<file path="src/rtl/demux_1to16_deser.sv">
// 1-to-N word deserializer: steers a valid/ready word stream into an N-slot bank
// and presents the finished bank as one parallel frame on a second valid/ready port.
module demux_1to16_deser #(
    parameter int N     = 16,
    parameter int WIDTH = 4
) (
    input  logic                         clk,
    input  logic                         reset,
    input  logic                         in_valid,
    output logic                         in_ready,
    input  logic [WIDTH-1:0]             in_data,
    input  logic                         in_last,
    input  logic                         flush,
    output logic                         out_valid,
    input  logic                         out_ready,
    output logic [N-1:0][WIDTH-1:0]      out_data,
    output logic [$clog2(N+1)-1:0]       out_count
);

    localparam int IDX_W = $clog2(N);
    localparam int CNT_W = $clog2(N + 1);

    typedef enum logic {
        FILL = 1'b0,
        HOLD = 1'b1
    } state_e;

    state_e                  state_q, state_d;
    logic [IDX_W-1:0]        idx_q, idx_d;
    logic [N-1:0][WIDTH-1:0] slots_q, slots_d;
    logic [CNT_W-1:0]        count_q, count_d;
    logic                    in_ready_q, in_ready_d;
    logic                    out_valid_q, out_valid_d;
    logic                    accept;
    logic                    frame_end;

    // in_ready_q is high exactly when the FSM sits in FILL, so this is the FILL-only accept.
    assign accept    = in_valid & in_ready_q;
    assign frame_end = (idx_q == IDX_W'(N - 1)) | in_last;

    always_comb begin
        // NOTE: combinational blocks use blocking '=' so later lines see earlier results;
        // NOTE: every _d is given its hold value first so no path can infer a latch.
        state_d = state_q;
        idx_d   = idx_q;
        slots_d = slots_q;
        count_d = count_q;

        case (state_q)
            FILL: begin
                if (flush) begin
                    idx_d   = '0;
                    slots_d = '0;
                    count_d = '0;
                end else if (accept) begin
                    slots_d[idx_q] = in_data;
                    count_d        = CNT_W'(idx_q) + CNT_W'(1);
                    if (frame_end) begin
                        state_d = HOLD;
                        idx_d   = '0;
                    end else begin
                        idx_d = idx_q + IDX_W'(1);
                    end
                end
            end
            HOLD: begin
                // Handoff and abort both return an empty bank to FILL.
                if (flush | out_ready) begin
                    state_d = FILL;
                    idx_d   = '0;
                    slots_d = '0;
                    count_d = '0;
                end
            end
            default: begin
                state_d = FILL;
            end
        endcase

        in_ready_d  = (state_d == FILL);
        out_valid_d = (state_d == HOLD);
    end

    always_ff @(posedge clk or posedge reset) begin
        if (reset) begin
            state_q     <= FILL;
            idx_q       <= '0;
            // NOTE: the slot bank is reset too; no word of an interrupted frame may stay visible.
            slots_q     <= '0;
            count_q     <= '0;
            in_ready_q  <= 1'b1;
            out_valid_q <= 1'b0;
        end else begin
            // NOTE: sequential state uses non-blocking '<=' so all flops update together.
            state_q     <= state_d;
            idx_q       <= idx_d;
            slots_q     <= slots_d;
            count_q     <= count_d;
            in_ready_q  <= in_ready_d;
            out_valid_q <= out_valid_d;
        end
    end

    assign in_ready  = in_ready_q;
    assign out_valid = out_valid_q;
    assign out_data  = slots_q;
    assign out_count = count_q;

endmodule

</file>
<file path="config.mk">
export PLATFORM = sky130hd
export DESIGN_NAME = demux_1to16_deser
export DESIGN_NICKNAME = d
export VERILOG_FILES = /design/src/rtl/demux_1to16_deser.sv
export SDC_FILE = /design/constraint.sdc
export NUM_CORES = 1
export LEC_CHECK = 0
export ABC_AREA = 0
export CORE_MARGIN = 1.5
export CORE_UTILIZATION = 50
export DETAILED_ROUTE_END_ITERATION = 16
export PLACE_DENSITY = 0.8
export REMOVE_ABC_BUFFERS = 1
export SLEW_MARGIN = 30
export SYNTH_ARGS = -nofsm -noshare
export SYNTH_HDL_FRONTEND = slang
export SYNTH_SLANG_ARGS = --single-unit
export TNS_END_PERCENT = 1
</file>
<file path="constraint.sdc">
create_clock -name clk -period 2.9 [get_ports clk]
set_input_delay 0.58 -clock clk [delete_from_list [all_inputs] [get_ports clk]]
set_output_delay 0.58 -clock clk [all_outputs]
set_load 0.03 [all_outputs]
</file>
---- Word-level counts from Yosys, hierarchy flattened ----
Cells that the tools add are included.
storage, ports and cells
  output and inout port bits .............. 71
  logic and storage cells ................. 55
  register bits ........................... 75
  bits of input ports ..................... 10
operators by class
  $lt $le $gt $ge ......................... 2
  bitwise logic cells ..................... 5
  reduce and logical (&&, ||, !) cells .... 2
  mux-type cells .......................... 21
  add/subtract/negate cells ............... 2
  equal/unequal tests ..................... 3
operators by type and width
  kind                   number
  $mux W64               3
  $pmux W64 S2           1
  $bwmux W64             1
  $mux W4                5
  $demux W4 S4           1
  $mux W5                3
  $pmux W5 S2            1
  $pmux W4 S2            1
  $add A4 B1 Y5 const B  1
  $lt A4 B5 Y1 const B   1
  $add A4 B1 Y4 const B  1
  $eq A4 B4 Y1 const B   1
  $ge A4 B1 Y1 const B   1
  $mux W1                4
  $ne A3 B3 Y1 const B   1
  $ne A2 B1 Y1 const B   1
  $not A1 Y1             2
  $or A1 B1 Y1           2
  $pmux W1 S2            1
  $reduce_and A2 Y1      1
  $and A1 B1 Y1          1
  $logic_and A1 B1 Y1    1

---- Depth between registers and ports, before layout ----
  depth in word-level cells ............... 8
  gate-level depth with buffers ........... 5
  mapped depth without buffers ............ 5

---- Least setup slack after synthesis ----
Ideal clock, no wire load.
  kind .................................... flip-flop to flip-flop
  start ................................... register idx_q[0]
  end ..................................... register slots_q, in the netlist out_data[3]
  library setup time ...................... 0.134 ns
  cell stages (with the launch flop) ...... 6
  path slack .............................. 1.234 ns
  buffers on the path ..................... 0
  clock period less this slack ............ 1.666 ns
  data arrival time ....................... 1.533 ns
  cells stage by stage .................... dfrtp_1 -> inv_1 -> ha_1 -> or3b_2 -> a22oi_2 -> o22ai_2
on the way
  word-level cells in the longest chain between the ends .. 8
  elaborated cells between the ends (all ways) .. 9
  those cells by class .................... order compare (2); mux (6); reduce/logical (1)
ends and longest elaborated chain
  element                                                                    RTL line  RTL
  start: declaration                                                         29        logic [IDX_W-1:0] idx_q, idx_d;
  start signal: assignment                                                   96        idx_q <= idx_d;
  $lt A4 B5 Y1 (not written as such) / $ge A4 B1 Y1 (equally long branches)  56        slots_d[idx_q] = in_data;
  $logic_and A1 B1 Y1 (not written as such)                                  56
  $mux W4 (not written as such)                                              56
  $demux W4 S4 *                                                             56
  $bwmux W64 *                                                               56
  $mux W64 *                                                                 55        end else if (accept) begin
  $mux W64 *                                                                 51        if (flush) begin
  $pmux W64 S2 *                                                             49        case (state_q)
  end signal: assignment                                                     97        slots_q <= slots_d;
  end: declaration                                                           30        logic [N-1:0][WIDTH-1:0] slots_q, slots_d;
Mark *: on every way between the ends. The rest lies on a longest branch, timed or not. The select of a mux whose other input is x is not followed.
A chain may end at the register's enable or synchronous reset.

---- Worst setup path in the final report ----
  start ................................... register out_valid_q (netlist: out_valid)
  end ..................................... output out_valid
RTL lines
  element                   RTL line  RTL
  start: declaration        33        logic out_valid_q, out_valid_d;
  start signal: assignment  100       out_valid_q <= out_valid_d;
  end: declaration          14        output logic out_valid,
No word-level cell between the ends.

==> key figures <==
Hold path
  • Worst Hold Class: flop to flop

Critical path
  • CP cell instances: clkdlybuf4s50_1
  • Crit path max-delay family: buffers and inverters
  • CP Launch Type: flop
  • Crit path kind: flop to output port
  • CP max stage delay: 0.74 ns
  • WP buf/inv: 1
  • Req. time, crit path: 2.32 ns
  • Crit-path slowest cell: clkdlybuf4s50_1
  • CP max FO: 8
  • Critical Path AT: 1.63 ns
  • Crit. End Element: output port

Clocking
  • Clock transition at path regs: 0.08 ns
  • CTS root buf: clkbuf_8
  • Max clock buf depth: 2
  • Clock Latency Late Sink: 0.35 ns
  • # clock sinks: 75
  • H-Tree Depth: 3
  • Num CTS Buffers: 9
  • CTS tree: built
  • Number of hold buffers added after CTS: 0
  • Postcts setup bufs: 0
  • Resize count post-CTS: 0

Timing
  • Fin Clk Skew: about 0.0081 ns
  • Setup violations, final: 0
  • Achievable frequency: 452 MHz
  • Period Utilization, post-route: 76.2%
  • Pins over their slew limit: 0
  • Setup TNS: 0 ns
  • Unrepaired setup endpoints after global routing: no
  • Min Clock Period, post-route: around 2.2 ns
  • Worst-margin pin slew: 0.632 ns
  • Worst slew margin: between 50% and 60%
  • Worst hold margin: 0.512 ns
  • Hold Vio Cnt, Final: 0

Placement
  • RD Place Congestion: 0.758
  • Post-DP HPWL: 5130 µm
  • Placed Area: between 4000 and 5000 µm²
  • PortBufs: 80

Power and ir drop
  • Max VDD drop: 0.267 mV
  • P_sw: 560 µW
  • Clock power share: 40.2%
  • Part of the power in combinational logic: 11.6%
  • Int Power: 1.66 mW
  • Switch share: 25.2%
  • Leak: 1.78 nW
  • Reg power frac: 48.2%
  • PwrDens: around 490 nW/µm²

Detailed routing
  • Routed WL: 7770 µm
  • DR vias: 2546
  • DR iter-0 viols: 125
  • Vias per std cell: 5.55
  • Initial DRT Pass Iterations: 4
  • WL per Instance: between 15 and 20 µm
  • Routed Antenna Nets: 0
  • DRC viols: 0

Layout
  • Layout cells sized above 1: 17.4%
  • Area grow syn2layout: 30.2%
  • Final net count: ~390
  • Most frequent cells in the layout: 80 x clkdlybuf4s50_1, 74 x dfrtp_1, 67 x inv_1
  • Antenna diode count: 0
  • Commonest non-fill, non-tap cell in the layout: clkdlybuf4s50_1
  • Final Instance Area: roughly 4500 µm²
  • Fillers: 513

Logic synthesis
  • Post-synth EDFFs: 0
  • Sequential fraction of the synthesis area: 54.0%
  • Synthesized area per cell: 11.8 µm²
  • Mapped Area: roughly 3500 µm²
  • Post-synth ARST share: 100%
  • Top_reg_cell synth: dfrtp_1
  • Synth warnings: 0
  • Seq cells post-synth: 75
  • Yosys cell types: 41
  • Cells after synthesis: 294

Global routing
  • GR Util All Layers: 21.8%
  • Antenna violations before repair: 0
  • Largest net degree at the start of global routing: 76
  • Gr ovfl total: 0
  • First-pass GRT wire length: 12600 µm
  • Number of global-route vias before repair: around 2400

Flow run
  • Max cap viols: 0

Die
  • Core area: 6760 µm²
  • Cell row count: 30
  • IO Count: 81
  • Initial Utilization: 51.5%
  • Die Wd: 86.4 µm
  • Die Footprint: 7470 µm²
  • Die Y: 86.4 µm

Run status
  • Outcome: finished, final reports clean
-- synthesized netlist by cell type (2+ instances only) --
library cell	instances	share of area [%]
a22o_1	4	1.0
a22oi_2	7	2.5
a22oi_4	8	4.9
a31oi_1	2	0.36
buf_2	5	0.72
buf_4	3	0.65
buf_6	6	1.9
dfrtp_1	74	53
ha_1	4	1.4
inv_1	68	7.3
nand2_1	2	0.22
nand2_2	2	0.36
nand2_4	2	0.65
nand3_1	8	1.2
nand3b_1	9	1.9
nor2_1	2	0.22
o22ai_1	46	8.3
o22ai_2	18	6.5
or3b_1	2	0.50
-- flip-flops by register name, indices dropped and copies added (netlist names) --
signal and count:
idx_q 4, in_ready 1, out_count 5, out_data 64
out_valid 1
-- final cells by class --
cell class | instances | area (µm²) | area share, %
repair buffers | 85 | 851 | 18.8
multi-input cells | 135 | 1220 | 26.9
clock inverters | 6 | 88.8 | 1.96
clock buffers | 10 | 138 | 3.04
well taps | 80 | 100 | 2.21
inverters | 68 | 255 | 5.63
flip-flops and latches | 75 | 1880 | 41.5
-- power groups by stage --
stage                     clock (mW)  combinational, mW  sequential [mW]
after detailed placement           0              0.255             1.09
after global routing           0.953              0.274             1.07
after global placement             0              0.249             1.09
after floorplan                    0              0.148             1.11
final                          0.892              0.256             1.07
after CTS                      0.909              0.257             1.07
-- per-layer routing --
| layer | vias up | global-route usage, % | share of wire, % |
|---|---|---|---|
| met5 | - | 0 | 0 |
| met4 | 0 | 5.28 | 1.0 |
| met3 | 9 | 5.33 | 5.3 |
| met2 | 84 | 34.1 | 49 |
| met1 | 1262 | 31.0 | 45 |
| li1 | 1191 | - | - |
-- cells by family after synthesis --
| family | count (synthesis) | share of synthesized area [%] |
|---|---|---|
| flip-flops | 75 | 54.0 |
| AND/OR/NAND/NOR | 36 | 7.48 |
| adder cells (fa/ha/maj) | 4 | 1.44 |
| AO/OA/AOI/OAI | 93 | 25.3 |
| buffers and inverters | 84 | 11.3 |
| XOR/XNOR | 2 | 0.503 |
-- stage by stage --
step / cells / worst slack, ns / utilization [%] / power, mW
4_1_cts: 459 / 0.687 / 67.1 / 2.24
3_5_place_dp: 443 / 0.601 / 63.7 / 1.35
2_1_floorplan: 278 / -0.208 / - / 1.26
6_report: 459 / 0.689 / 67.1 / 2.22
3_3_place_gp: 443 / 0.701 / 63.7 / 1.34
5_1_grt: 459 / 0.639 / 67.1 / 2.30
-- final timing paths --
kind / startpoint / end / slack [ns] / cells past startpoint
max reg2reg: idx_q[0] / out_data[2] / 0.99 / 5
min in group asynchronous: reset / out_data[2] / 0.64 / 3
min reg2reg: out_data[55] / out_data[55] / 0.51 / 2
max in group asynchronous: reset / in_ready / 1.91 / 3
max: out_valid / out_valid / 0.69 / 1
min: out_data[55] / out_data[55] / 0.51 / 2
Power figures use the tool's default switching activity.
